===== config.mk =====
export PLATFORM = sky130hd
export DESIGN_NAME = i2c_scl_ctrl
export DESIGN_NICKNAME = d
export VERILOG_FILES = /design/src/rtl/i2c_pkg.sv /design/src/rtl/i2c_sync2.sv /design/src/rtl/i2c_scl_ctrl.sv
export SDC_FILE = /design/constraint.sdc
export NUM_CORES = 1
export LEC_CHECK = 0
export ABC_CLOCK_PERIOD_IN_PS = 2430
export CORE_MARGIN = 2
export CORE_UTILIZATION = 31
export DETAILED_ROUTE_END_ITERATION = 16
export DONT_BUFFER_PORTS = 1
export PLACE_DENSITY = 0.43
export SETUP_SLACK_MARGIN = 0.4
export SLEW_MARGIN = 20
export SYNTH_ARGS = -nofsm -noshare
export SYNTH_HDL_FRONTEND = slang
export SYNTH_SLANG_ARGS = --single-unit

===== constraint.sdc =====
create_clock -name I_ref_clk -period 2.43 [get_ports I_ref_clk]
set_clock_uncertainty 0.05 [all_clocks]
set_input_delay 0 -clock I_ref_clk [delete_from_list [all_inputs] [get_ports I_ref_clk]]
set_output_delay 0 -clock I_ref_clk [all_outputs]
set_load 0.1 [all_outputs]

===== src/rtl/i2c_pkg.sv =====
// Shared types and constants for the I2C SCL timing controller.
package i2c_pkg;

  typedef enum logic [2:0] {
    ST_IDLE      = 3'd0,
    ST_PH0       = 3'd1,
    ST_PH1       = 3'd2,
    ST_PH2       = 3'd3,
    ST_PH3       = 3'd4,
    ST_WAIT_HIGH = 3'd5
  } scl_state_e;

  localparam logic [1:0] PHASE_Q0 = 2'd0;
  localparam logic [1:0] PHASE_Q1 = 2'd1;
  localparam logic [1:0] PHASE_Q2 = 2'd2;
  localparam logic [1:0] PHASE_Q3 = 2'd3;

  localparam int MIN_RATIO_DEF   = 2;
  localparam int TIMEOUT_CYC_DEF = 4096;

endpackage


===== src/rtl/i2c_sync2.sv =====
// Two-flop synchronizer for the open-drain bus lines (SCL, SDA).
// O_q_nxt exposes the first stage, i.e. the value O_q takes on the next edge.
module i2c_sync2 #(
  parameter logic RST_VAL = 1'b1
) (
  input  logic I_ref_clk,
  input  logic I_rst,
  input  logic I_d,
  output logic O_q,
  output logic O_q_nxt
);

  logic meta_q;

  always_ff @(posedge I_ref_clk or posedge I_rst) begin
    if (I_rst) begin
      meta_q <= RST_VAL;
      O_q    <= RST_VAL;
    end else begin
      meta_q <= I_d;
      O_q    <= meta_q;
    end
  end

  assign O_q_nxt = meta_q;

endmodule


===== src/rtl/i2c_scl_ctrl.sv =====
// SCL sequencer: four quarter-phases per period, sample/change strobes, stretch wait.
// Optional stretch timeout is enabled by defining I2C_SCL_STRETCH_TIMEOUT_EN.
//
// state        | meaning
// IDLE         | SCL released, waiting for I_run
// PH0          | SCL released, first high quarter (sample at end)
// PH1          | SCL released, second high quarter
// PH2          | SCL driven low, first low quarter (change at end)
// PH3          | SCL driven low, second low quarter (period done at end)
// WAIT_HIGH    | SCL released, waiting for the bus to read high
module i2c_scl_ctrl
  import i2c_pkg::*;
#(
  parameter int RATIO_W     = 11,
  parameter int MIN_RATIO   = MIN_RATIO_DEF,
  parameter int TIMEOUT_CYC = TIMEOUT_CYC_DEF
) (
  input  logic               I_ref_clk,
  input  logic               I_rst,
  input  logic               I_cfg_wr,
  input  logic [RATIO_W-1:0] I_cfg_ratio,
  input  logic               I_run,
  input  logic               I_scl_in,
  output logic               O_scl_drv_low,
  output logic               O_busy,
  output logic [1:0]         O_phase,
  output logic               O_sample_tick,
  output logic               O_change_tick,
  output logic               O_period_done,
  output logic               O_cfg_err,
  output logic               O_timeout
);

  localparam logic [RATIO_W-1:0] MIN_R = RATIO_W'(MIN_RATIO);
  localparam logic [RATIO_W-1:0] ONE_R = RATIO_W'(1);

  scl_state_e         state_q, state_d;
  logic [RATIO_W-1:0] shadow_q, ratio_q, cnt_q;
  logic               drv_low_q, cfg_err_q;
  logic               scl_s, scl_s_nxt;
  logic               qtr_end, load_ratio, in_quarter, timeout;

  i2c_sync2 #(.RST_VAL(1'b1)) u_scl_sync (
    .I_ref_clk (I_ref_clk),
    .I_rst     (I_rst),
    .I_d       (I_scl_in),
    .O_q       (scl_s),
    .O_q_nxt   (scl_s_nxt)
  );

  assign in_quarter = (state_q == ST_PH0) || (state_q == ST_PH1) ||
                      (state_q == ST_PH2) || (state_q == ST_PH3);
  assign qtr_end    = in_quarter && (cnt_q == ratio_q);

`ifdef I2C_SCL_STRETCH_TIMEOUT_EN
  localparam int STR_W = (TIMEOUT_CYC > 2) ? $clog2(TIMEOUT_CYC) : 1;
  logic [STR_W-1:0] str_q;

  // Down-counter reloaded outside WAIT_HIGH; zero marks the last allowed stretch cycle.
  always_ff @(posedge I_ref_clk or posedge I_rst) begin
    if (I_rst)                         str_q <= STR_W'(TIMEOUT_CYC - 1);
    else if (state_q != ST_WAIT_HIGH)  str_q <= STR_W'(TIMEOUT_CYC - 1);
    else if (str_q != '0)              str_q <= str_q - STR_W'(1);
  end

  assign timeout = (state_q == ST_WAIT_HIGH) && (str_q == '0);
`else
  assign timeout = 1'b0;
`endif

  // WAIT_HIGH exits on the edge where scl_s rises, so PH0 starts with scl_s already high.
  always_comb begin
    state_d    = state_q;
    load_ratio = 1'b0;
    case (state_q)
      ST_IDLE: if (I_run) begin
        state_d    = ST_PH0;
        load_ratio = 1'b1;
      end
      ST_PH0: if (qtr_end) state_d = ST_PH1;
      ST_PH1: if (qtr_end) state_d = ST_PH2;
      ST_PH2: if (qtr_end) state_d = ST_PH3;
      ST_PH3: if (qtr_end) begin
        state_d    = ST_WAIT_HIGH;
        load_ratio = 1'b1;
      end
      ST_WAIT_HIGH: begin
        if (timeout)        state_d = ST_IDLE;
        else if (scl_s_nxt) state_d = I_run ? ST_PH0 : ST_IDLE;
      end
      default: state_d = ST_IDLE;
    endcase
  end

  always_ff @(posedge I_ref_clk or posedge I_rst) begin
    if (I_rst) begin
      state_q   <= ST_IDLE;
      cnt_q     <= ONE_R;
      shadow_q  <= MIN_R;
      ratio_q   <= MIN_R;
      drv_low_q <= 1'b0;
      cfg_err_q <= 1'b0;
    end else begin
      state_q   <= state_d;
      cnt_q     <= (in_quarter && !qtr_end) ? cnt_q + ONE_R : ONE_R;
      drv_low_q <= (state_d == ST_PH2) || (state_d == ST_PH3);
      cfg_err_q <= I_cfg_wr && (I_cfg_ratio < MIN_R);
      if (I_cfg_wr && (I_cfg_ratio >= MIN_R)) shadow_q <= I_cfg_ratio;
      if (load_ratio) ratio_q <= shadow_q;
    end
  end

  always_comb begin
    O_phase = PHASE_Q0;
    case (state_q)
      ST_PH1:       O_phase = PHASE_Q1;
      ST_PH2:       O_phase = PHASE_Q2;
      ST_PH3:       O_phase = PHASE_Q3;
      ST_WAIT_HIGH: O_phase = PHASE_Q3;
      default:      O_phase = PHASE_Q0;
    endcase
  end

  assign O_scl_drv_low = drv_low_q;
  assign O_busy        = (state_q != ST_IDLE);
  assign O_sample_tick = qtr_end && (state_q == ST_PH0);
  assign O_change_tick = qtr_end && (state_q == ST_PH2);
  assign O_period_done = qtr_end && (state_q == ST_PH3);
  assign O_cfg_err     = cfg_err_q;
  assign O_timeout     = timeout;

endmodule

* Yosys cells after proc, flatten, opt, wreduce, memory -nomap -nowiden
Cells that the tools add are included.
Storage, ports and cells: input bits 16, register bits 39, output and inout port bits 9, word-level logic and storage cells 46
Operators by class: reduce and logical (&&, ||, !) cells 15, magnitude comparators 2, equality and inequality tests 8, add/sub/neg operators 1, muxes and demuxes 13
Operators with widths (number):
- $mux 3 | 6
- $pmux 3 s6 | 1
- $add 11x1->11 const B | 1
- $eq 11x11->1 | 1
- $ge 11x2->1 const B | 1
- $lt 11x2->1 const B | 1
- $mux 11 | 1
- $eq 3x2->1 const B | 3
- $eq 3x3->1 const B | 3
- $logic_and 1x1->1 | 7
- $pmux 2 s3 | 1
- $logic_or 1x1->1 | 4
- $eq 3x1->1 const B | 1
- $logic_not 3->1 | 1
- $mux 1 | 3
- $reduce_bool 3->1 | 1
- $pmux 1 s2 | 1
- $reduce_or 2->1 | 1
- $logic_not 1->1 | 1

* Depth between registers and ports, before layout
Gate-level depths: netlist of run 1.
depth after elaboration 9, gate-level depth with buffers 6, depth with buffers taken out 5

* By module
A second synthesis of run 1 with hierarchy kept.
Second synthesis, totals: cells, all modules 161, area total of the unflattened synthesis 1919.3 um2
By module, submodules not included:
- i2c_scl_ctrl | seq. area each 954.7 um2, area an instance 1863.0 um2, times used 1, cells each 158
- i2c_sync2 | seq. area each 52.6 um2, area an instance 56.3 um2, times used 1, cells each 3

* Least setup slack after synthesis of run 1
OpenSTA, ideal clock, no wires.
path kind reg-to-output, start point reg cnt_q[0], end point out O_sample_tick, buffers on the path 0, stages on the path, launching flop included 5, slack -911 ps, arrival time 3291 ps, required time 2380 ps, cell sequence dfstp_2 -> xor2_1 -> nor4_4 -> nand4_2 -> nor3_1
On the way: cells in the longest elaborated chain, start to end 3
RTL lines:
- start, declared | line i2c_scl_ctrl.sv:38 | logic [RATIO_W-1:0] shadow_q, ratio_q, cnt_q;
- start signal, assigned | line i2c_scl_ctrl.sv:105 | cnt_q <= (in_quarter && !qtr_end) ? cnt_q + ONE_R : ONE_R;
- $eq 11x11->1 | line i2c_scl_ctrl.sv:53 | assign qtr_end = in_quarter && (cnt_q == ratio_q);
- $logic_and 1x1->1 | line i2c_scl_ctrl.sv:53
- $logic_and 1x1->1 | line i2c_scl_ctrl.sv:126 | assign O_sample_tick = qtr_end && (state_q == ST_PH0);
- end, declared | line i2c_scl_ctrl.sv:27 | output logic O_sample_tick,
No other way between the ends.

* Worst setup path in the final report of run 1
start point reg cnt_q[9], end point out O_period_done
On the way: cells in the longest elaborated chain, start to end 3
RTL lines:
- $eq 11x11->1 | line i2c_scl_ctrl.sv:53
- $logic_and 1x1->1 | line i2c_scl_ctrl.sv:53
- $logic_and 1x1->1 | line i2c_scl_ctrl.sv:128 | assign O_period_done = qtr_end && (state_q == ST_PH3);
- end, declared | line i2c_scl_ctrl.sv:29 | output logic O_period_done,
No other way between the ends.

==> results.md, run 1 <==
- CTS H-Tree Depth: 2
- M2 GR Usage: 21.37%
- DRT antenna net count: 0
- Syn nets: 229
- Sw Pwr: 966.7 uW
- Syn Area/Cell: 10.12 um2
- Post-layout minimum cycle time: 2.011 ns
- GRT Max-Usage Layer: met2
- Slew Limit Headroom: 41.83%
- Clk slew on worst S/H paths: 0.08 ns
- Worst hold path startpoint: I_run
- Kind of critical path: reg -> out
- Setup TNS: 0 ns
- Starting density of the core: 31.74%
- Leak: 0.001150 uW
- Max Cap Viol: 0
- Netlist Area Pre-Place: 2145 um2
- Worst r2r src: cnt_q[0]
- First-pass detailed-route iteration total: 4
- Clock latency at the later pin of the worst-skew pair: 0.29 ns
- Initial drt markers: 41
- Outcome: complete, no violations
- Synthesized flop and latch total: 39
- Die width: 87.18 um
- Yosys cell types: 39
- Root buf cell: clkbuf_8
- Core Rows: 30
- Vias per cell: 4.917
- Hold Path End: state_q[0]
- Hold Path Stages: 3
- Die Ht: 87.18 um
- Routing usage on met3: 3.128%
- Total global-route track usage: 13.54%
- Synth area leader: dfrtp_1
- Initial antenna violation count: 0
- Total power: 2688 uW
- RSZ-0062 raised after global routing: yes
- CP arrival: 1.96 ns
- Seq/Total Area, Yosys: 45.74%
- Cell internal pwr: 1722 uW
- Fmax: 497.2 MHz
- Total vias in the final route: 1608
- Measured slew at the worst slew-check pin: 0.8732 ns
- Clk pwr share: 23.9%
- Dominant cells by area after synthesis: dfrtp_1 (41%), nand2_1 (5.8%), mux2_2 (5.8%)
- Core Region: 6756 um2
- CTS Buf Count: 5
- Ant diodes: 0
- CP startpoint kind: register
- CTS Sinks: 39
- Clk buf depth: 2
- Fin crit share: 82.77%
- Max FO, Critical Path: 12
- CP max stage cell: dfrtp_1
- Vias in the first global route: 1630
- Average wire per standard cell: 14.20 um
- CTS tree: yes
- Max Slew Vio Count: 0
- Sw frac: 35.96%
- Min-Delay Path Class: in -> reg
- Hold Slack: 0.03122 ns
- Synth warnings: 0
- # DRC: 0
- Final hold vios: 0
- R2R Setup Slk: 0.48 ns
- Peak VDD IR: 0.3103 mV
- Largest net degree at the start of global routing: 40
- Num ports: 25
- IO buf count: 0
- Die area: 7599 um2
- RePlAce Congestion: 0.7170
- Worst path cell trace: xor2_1 > nor4_4 > and4_1 > buf_4 > buf_6
- Final setup fails: 0
- Share of layout cells above drive strength 1: 26.72%
- Met1 usage: 18.65%
- Yosys top cell area share: 40.84%
- R2R Path End: cnt_q[0]
- Seq pwr share: 38.8%
- Power per standard cell area: 981.6 nW/um2
- Layout Area Growth over Synthesis: 27.71%
- Cells after synthesis: 212
- Grt ovf: 0
- First-pass GRT wire length: 8.045 mm
- Slowest stage delay, CP: 0.44 ns
- Critical path endpoint category: output pin
- WL final: 4.644 mm
- R2R cell count: 6
- Data required, critical path: 2.38 ns
- Logic gate share of total power: 37.3%
- Final net count: 263
- HPWL Detailed: 3.221 mm
worst max-delay path: cells and delay by family (launching register included):
family / cells / cell delay [ns]
XOR/XNOR: 1 / 0.19
buffers and inverters: 2 / 0.47
flip-flops: 1 / 0.44
AND/OR/NAND/NOR: 2 / 0.55
registers in the layout (all words and copies together) (netlist names):
name / count
ratio_q: 11
shadow_q: 11
cnt_q: 11
O_cfg_err: 1
O_scl_drv_low: 1
u_scl_sync.O_q_nxt: 1
state_q: 3
layout by cell type (no fill, tap or decap), drive strengths merged, types with 4 or more instances in the layout:
cell type,netlist,routed
dfrtp,35,35
nand2,33,33
buf,5,25
dlygate4sd3,0,16
nor3,14,14
xor2,13,13
nand4,13,13
and2,12,12
mux2,12,12
o211ai,11,11
xnor2,7,7
nor2,6,6
clkbuf,9,6
nor4,6,6
nand3,5,5
nand2b,4,4
dfstp,4,4
repair_timing:
action / 4_1_cts / 5_1_grt
endpoints found under the hold margin: 49 / 0
pin swaps: 3 / 3
buffers inserted: 9 / 2
gates resized for setup: 3 / 2
hold buffers: 16 / 0
setup endpoints to repair: 3 / 15
area by class of cell:
class                      count  area [um2]
sequential                    39       980.9
clock inverter                 2       60.06
inverter                       3       11.26
tap                           80       100.1
multi-input combinational    156        1137
clock buffer                   6       72.57
fill                         691        4018
timing repair buffer          41       376.6
logic make-up after synthesis:
| logic type | Yosys count | synth area share (%) |
|---|---|---|
| DFF | 39 | 45.74 |
| muxes | 13 | 6.768 |
| and+or+nand+nor | 103 | 26.90 |
| adders and majority gates | 1 | 0.5833 |
| other | 1 | 0.1749 |
| AOI/OAI and AO/OA | 18 | 7.993 |
| xor gates and xnor gates | 20 | 8.168 |
| buffers and inverters | 17 | 3.675 |
layer usage:
layer,wire [um],vias to the layer above
met2,2141,30
met5,0,-
met4,52,0
met1,2312,760
met3,137,5
li1,-,813
stage by stage:
step | utilization (%) | area [um2] | cells | worst slack (ns)
detailed placement | 34.48 | 2330 | 292 | 0.4095
CTS | 40.09 | 2709 | 325 | 0.3316
floorplan | - | 2167 | 212 | 0.2924
finish | 40.54 | 2739 | 327 | 0.4186
global route | 40.54 | 2739 | 327 | 0.3098
global placement | 34.48 | 2330 | 292 | 0.4053
power by group through the flow:
stage | clock (uW) | combinational (uW) | sequential [uW]
floorplan | 0 | 665 | 992
global placement | 0 | 815 | 1050
detailed placement | 0 | 815 | 1060
CTS | 663 | 974 | 1040
global route | 697 | 1110 | 1080
finish | 642 | 1000 | 1040
cell usage after synthesis:
master and number:
xnor2_1 7, o21ai_1 1, a31oi_1 2, nor4_4 2, o211ai_2 9, nand4b_1 1, nor3_2 1, clkbuf_1 9
and4_1 1, o211ai_1 2, nor2_1 6, nand2_1 33, buf_4 1, nor3b_1 3, a21o_1 1, buf_2 3
or3b_1 1, o21ai_0 2, ha_1 1, dfstp_2 4, a32oi_1 1, buf_6 1, nor4_1 4, mux2i_1 1
dfrtp_1 35, nand3_1 5, and2_1 12, inv_1 3, mux2_2 11, nor3_1 13, conb_1 1, nand4_2 1
and3_1 1, nand2b_1 4, nor2b_1 2, nand4_1 12, mux2_1 1, or4_1 1, xor2_1 13
worst max-delay path by stage:
stage,from,endpoint,cells after the start
after floorplan,cnt_q[0],O_sample_tick,4
final,cnt_q[9],O_period_done,5
after detailed placement,cnt_q[9],O_period_done,5
after CTS,ratio_q[1],O_sample_tick,6
after global placement,cnt_q[9],O_period_done,5
after global routing,cnt_q[8],O_sample_tick,6
Power figures use the tool's default switching activity.
==> run 2, diff against run 1 <==
--- a/config.mk
+++ b/config.mk
@@ -5,7 +5,7 @@
 export SDC_FILE = /design/constraint.sdc
 export NUM_CORES = 1
 export LEC_CHECK = 0
-export ABC_CLOCK_PERIOD_IN_PS = 2430
+export ABC_CLOCK_PERIOD_IN_PS = 2100
 export CORE_MARGIN = 2
 export CORE_UTILIZATION = 31
 export DETAILED_ROUTE_END_ITERATION = 16
==> constraint.sdc (replaced) <==
create_clock -name I_ref_clk -period 2.1 [get_ports I_ref_clk]
set_clock_uncertainty 0.05 [all_clocks]
set_input_delay 0 -clock I_ref_clk [delete_from_list [all_inputs] [get_ports I_ref_clk]]
set_output_delay 0 -clock I_ref_clk [all_outputs]
set_load 0.1 [all_outputs]
==> run 2 against run 1 <==
  * Sequential power is 17% higher
  * Critical path type unchanged
  * Final cell count is 2.4% higher
  * Highest routed layer unchanged
  * Critical path depth is 1 higher
  * Worst hold slack better by 0.039 ns
  * Sequential cell count stayed put
  * Combinational power is 24% higher
  * Die area stayed put
  * Core utilization is 2.3 points higher
  * Largest power group is now combinational logic
  * Worst setup slack worse by 0.30 ns
==> results.md, run 2 (synthesized netlist as in run 1, its figures left out) <==
- Layout Area Growth over Synthesis: 35.06%
- CTS Buf Count: 5
- Power per standard cell area: 1046 nW/um2
- Grt ovf: 0
- DRT antenna net count: 0
- Share of layout cells above drive strength 1: 33.33%
- Average wire per standard cell: 14.50 um
- Total power: 3030 uW
- CTS Sinks: 39
- HPWL Detailed: 3.384 mm
- Leak: 0.001212 uW
- Fin crit share: 94.23%
- Total global-route track usage: 14.56%
- Vias per cell: 4.952
- Root buf cell: clkbuf_8
- Vias in the first global route: 1711
- Post-DP Area: 2359 um2
- Clk buf depth: 2
- Largest regs: cnt_q (11), ratio_q (11), shadow_q (11)
- Num ports: 25
- Clock latency at the later pin of the worst-skew pair: 0.29 ns
- Slew Limit Headroom: 41.47%
- Kind of critical path: reg -> out
- Die width: 87.18 um
- CTS tree: yes
- Outcome: complete, no violations
- Setup ws final: 0.1213 ns
- First-pass detailed-route iteration total: 4
- Min-Delay Path Class: in -> reg
- Max FO, Critical Path: 3
- Final setup fails: 0
- # DRC: 0
- Final net count: 271
- Max Cap Viol: 0
- Post-layout minimum cycle time: 1.979 ns
- CTS H-Tree Depth: 2
- CP arrival: 1.93 ns
- Total vias in the final route: 1659
- Core Region: 6756 um2
- R2R Setup Slk: 0.14 ns
- Critical path endpoint category: output pin
- Core Rows: 30
- Pre-CTS setup slack: 0.2376 ns
- Initial antenna violation count: 0
- Fmax: 505.4 MHz
- RSZ-0062 raised after global routing: yes
- IO buf count: 0
- Starting density of the core: 31.74%
- R2R cell count: 7
- Data required, critical path: 2.05 ns
- Hold Path End: state_q[0]
- Worst r2r src: ratio_q[8]
- Die Ht: 87.18 um
- Largest net degree at the start of global routing: 40
- Worst hold path startpoint: I_run
- Ant diodes: 0
- Clk slew on worst S/H paths: 0.08 ns
- Fill cells: 651
- Die area: 7599 um2
- Design area: 2897 um2
- Hold Path Stages: 3
- Measured slew at the worst slew-check pin: 0.8786 ns
- Most frequent cells in the layout: dfrtp_1 (32), nand2_1 (32), buf_4 (19)
- Initial drt markers: 38
- RePlAce Congestion: 0.8224
- First-pass GRT wire length: 8.535 mm
- WL final: 4.856 mm
- Final hold vios: 0
- Max Slew Vio Count: 0
- Peak VDD IR: 0.3360 mV
- CP startpoint kind: register
- R2R Path End: state_q[1]
## run 2: cell type report
class / count / area, um2 / area share, %
multi-input combinational: 156 / 1181 / 40.78
clock inverter: 1 / 7.507 / 0.2592
sequential: 39 / 984.7 / 34.00
clock buffer: 7 / 96.34 / 3.326
inverter: 3 / 11.26 / 0.3888
tap: 80 / 100.1 / 3.456
timing repair buffer: 49 / 515.5 / 17.80
## run 2: stage by stage
step           cells  utilization (%)  hold slack [ns]   TNS, ns
2_1_floorplan    212                -         -0.04552  -0.01115
3_3_place_gp     292            34.91         -0.04541         0
3_5_place_dp     292            34.91         -0.04543         0
4_1_cts          325            40.87          0.06535         0
5_1_grt          335            42.87           0.1208         0
6_report         335            42.87          0.07050         0
## run 2: report_power, final
group / switching, uW / total (uW) / leakage [uW] / internal (uW)
clock: 270 / 569 / 0.0000505 / 299
combinational: 629 / 1240 / 0.000693 / 612
sequential: 241 / 1220 / 0.000468 / 979
## run 2: worst max-delay path: stages (launching register included)
cell,delay [ns]
dfrtp_1,0.39
xor2_1,0.19
nor4_4,0.34
buf_6,0.16
nand4_4,0.14
nor3_4,0.23
buf_12,0.20
## run 2: how the worst max path moves through the flow
stage	slack (ns)	end	from
floorplan	-0.01	O_sample_tick	cnt_q[8]
global placement	0.27	state_q[1]	cnt_q[8]
detailed placement	0.24	state_q[1]	cnt_q[6]
CTS	0.06	O_sample_tick	ratio_q[1]
global route	0.03	O_sample_tick	ratio_q[7]
finish	0.12	O_sample_tick	ratio_q[8]
## run 2: per-layer routing
| layer | global-route usage [%] | part of all wire [%] | up-vias |
|---|---|---|---|
| li1 | - | - | 827 |
| met3 | 2.938 | 2.8 | 9 |
| met1 | 20.01 | 48 | 796 |
| met5 | 0 | 0 | - |
| met2 | 22.48 | 48 | 27 |
| met4 | 5.874 | 1.8 | 0 |
## run 2: what timing repair did
item | CTS | global route
cloned | 1 | 0
setup endpoints to repair | 27 | 25
buffers inserted | 8 | 10
hold buffers | 16 | 0
pin swaps | 6 | 9
gates resized for setup | 12 | 14
endpoints found under the hold margin | 49 | 0
==> run 3, diff against run 2 <==
--- a/config.mk
+++ b/config.mk
@@ -5,7 +5,7 @@
 export SDC_FILE = /design/constraint.sdc
 export NUM_CORES = 1
 export LEC_CHECK = 0
-export ABC_CLOCK_PERIOD_IN_PS = 2100
+export ABC_CLOCK_PERIOD_IN_PS = 2200
 export CORE_MARGIN = 2
 export CORE_UTILIZATION = 31
 export DETAILED_ROUTE_END_ITERATION = 16
==> constraint.sdc (replaced) <==
create_clock -name I_ref_clk -period 2.2 [get_ports I_ref_clk]
set_clock_uncertainty 0.05 [all_clocks]
set_input_delay 0 -clock I_ref_clk [delete_from_list [all_inputs] [get_ports I_ref_clk]]
set_output_delay 0 -clock I_ref_clk [all_outputs]
set_load 0.005 [all_outputs]
==> run 3 against run 2 <==
  * First-iteration DRC count rose by 71%
  * Critical path type unchanged
  * Worst hold slack got worse by 0.027 ns
  * Final cell count is 2.1% lower
  * Global-route usage is 0.42 points lower
  * Register-to-register slack improved by 0.31 ns
  * Via count shrank 1.3%
  * Non-clock buffer count decreased by 7
  * Count of clock-buffer cells in the layout fell by 1
  * Sequential share of layout area rose by 2.1 points
  * Routed wire length grew 0.54%
==> results.md, run 3 (synthesized netlist as in run 1, its figures left out) <==
- Measured slew at the worst slew-check pin: 0.6543 ns
- Setup TNS: 0 ns
- Die width: 87.18 um
- First-pass detailed-route iteration total: 4
- Routing usage on met3: 2.938%
- Initial drt markers: 65
- Clock latency at the later pin of the worst-skew pair: 0.30 ns
- Root buf cell: clkbuf_8
- Worst path cell trace: xor2_2 > nor4_4 > buf_4 > nand4_4 > nor3_4
- Clk buf depth: 2
- Peak VDD IR: 0.3383 mV
- Total vias in the final route: 1637
- Outcome: complete, no violations
- Max FO, Critical Path: 4
- Buf+Inv Stages, Crit Path: 1
- Vias in the first global route: 1669
- Kind of critical path: reg -> out
- HPWL Detailed: 3.041 mm
- Fin crit share: 80.21%
- M2 GR Usage: 21.58%
- Share of layout cells above drive strength 1: 31.05%
- Max Cap Viol: 0
- Grt ovf: 0
- Min-Delay Path Class: in -> reg
- IO buf count: 0
- GRT Max-Usage Layer: met2
- CTS H-Tree Depth: 2
- Largest regs: cnt_q (11), ratio_q (11), shadow_q (11)
- CP max stage cell: dfrtp_2
- Post-route insts no fill: 328
- Slowest stage delay, CP: 0.44 ns
- Num ports: 25
- Core Region: 6756 um2
- Most common cell after layout, fill and taps aside: nand2_1
- Max Slew Vio Count: 0
- Data required, critical path: 2.15 ns
- WL final: 4.882 mm
- CP arrival: 1.71 ns
- CP startpoint kind: register
- Slew Limit Headroom: 56.24%
- Critical path endpoint category: output pin
- Die Ht: 87.18 um
- Post-layout minimum cycle time: 1.765 ns
- RePlAce Congestion: 0.7273
- Final hold vios: 0
- First-pass GRT wire length: 8.231 mm
- Die area: 7599 um2
- Met1 usage: 20.01%
- Initial antenna violation count: 0
- CTS Sinks: 39
- Fmax: 566.7 MHz
- Most frequent cells in the layout: nand2_1 (33), dfrtp_1 (31), buf_4 (22)
- DRT antenna net count: 0
- Dpl cells: 285
- Layout Area Growth over Synthesis: 27.48%
- Clk slew on worst S/H paths: 0.08 ns
- Cell family with most CP delay: simple AND/OR/NAND/NOR gates
- Core Rows: 30
- Starting density of the core: 31.74%
- Leak: 0.001134 uW
- Vias per cell: 4.991
- Power per standard cell area: 1026 nW/um2
- Total global-route track usage: 14.14%
- # DRC: 0
- Final net count: 264
- RSZ-0062 raised after global routing: yes
- CTS tree: yes
- Ant diodes: 0
- Largest net degree at the start of global routing: 40
- Final setup fails: 0
- CTS Buf Count: 5
- Average wire per standard cell: 14.88 um
run 3: final cells by class:
| cell class | count | area [um2] |
|---|---|---|
| Clock buffer | 6 | 82.58 |
| Clock inverter | 2 | 16.27 |
| Fill cell | 664 | 4023 |
| Inverter | 3 | 11.26 |
| Multi-Input combinational cell | 156 | 1167 |
| Sequential cell | 39 | 985.9 |
| Tap cell | 80 | 100.1 |
| Timing Repair Buffer | 42 | 370.4 |
run 3: per-layer routing:
layer	vias up	routed length, um
met5	-	0
met4	0	59
met3	7	172
met2	35	2181
met1	786	2468
li1	809	-
run 3: final timing paths:
kind	start	end	slack [ns]	cells past startpoint
max	cnt_q[7]	O_sample_tick	0.44	5
min	I_run	state_q[0]	0.04	3
max reg2reg	cnt_q[7]	state_q[1]	0.45	5
min reg2reg	shadow_q[0]	ratio_q[0]	0.47	2
max in group asynchronous	I_rst	state_q[2]	1.51	3
min in group asynchronous	I_rst	cnt_q[6]	0.21	3
run 3: worst reg2reg max path, stage by stage, from the launching register on:
cell	delay, ns
dfrtp_2	0.44
xor2_2	0.19
nor4_4	0.29
buf_4	0.19
nand4_4	0.15
mux2_4	0.33
run 3: power by group:
| part | switching [uW] | internal (uW) | total (uW) |
|---|---|---|---|
| logic | 587 | 530 | 1120 |
| clock network | 278 | 256 | 534 |
| registers | 221 | 932 | 1150 |
run 3: stage by stage:
step	utilization (%)	power, uW	instance area [um2]	setup slack, ns	hold slack (ns)
6_report	40.46	2805	2734	0.4355	0.04355
5_1_grt	40.46	2991	2734	0.3398	0.07568
4_1_cts	38.69	2774	2614	0.3540	0.04356
3_5_place_dp	33.00	2010	2230	0.2076	-0.04546
3_3_place_gp	33.00	1992	2230	0.2293	-0.04546
2_1_floorplan	-	1777	2145	0.4342	-0.04552
run 3: what timing repair did:
action / 4_1_cts / 5_1_grt
endpoints found under the hold margin: 49 / 0
endpoints found under the setup margin: 26 / 27
pin swaps: 4 / 3
resized for setup: 9 / 13
buffers inserted: 11 / 8
hold buffers: 16 / 0
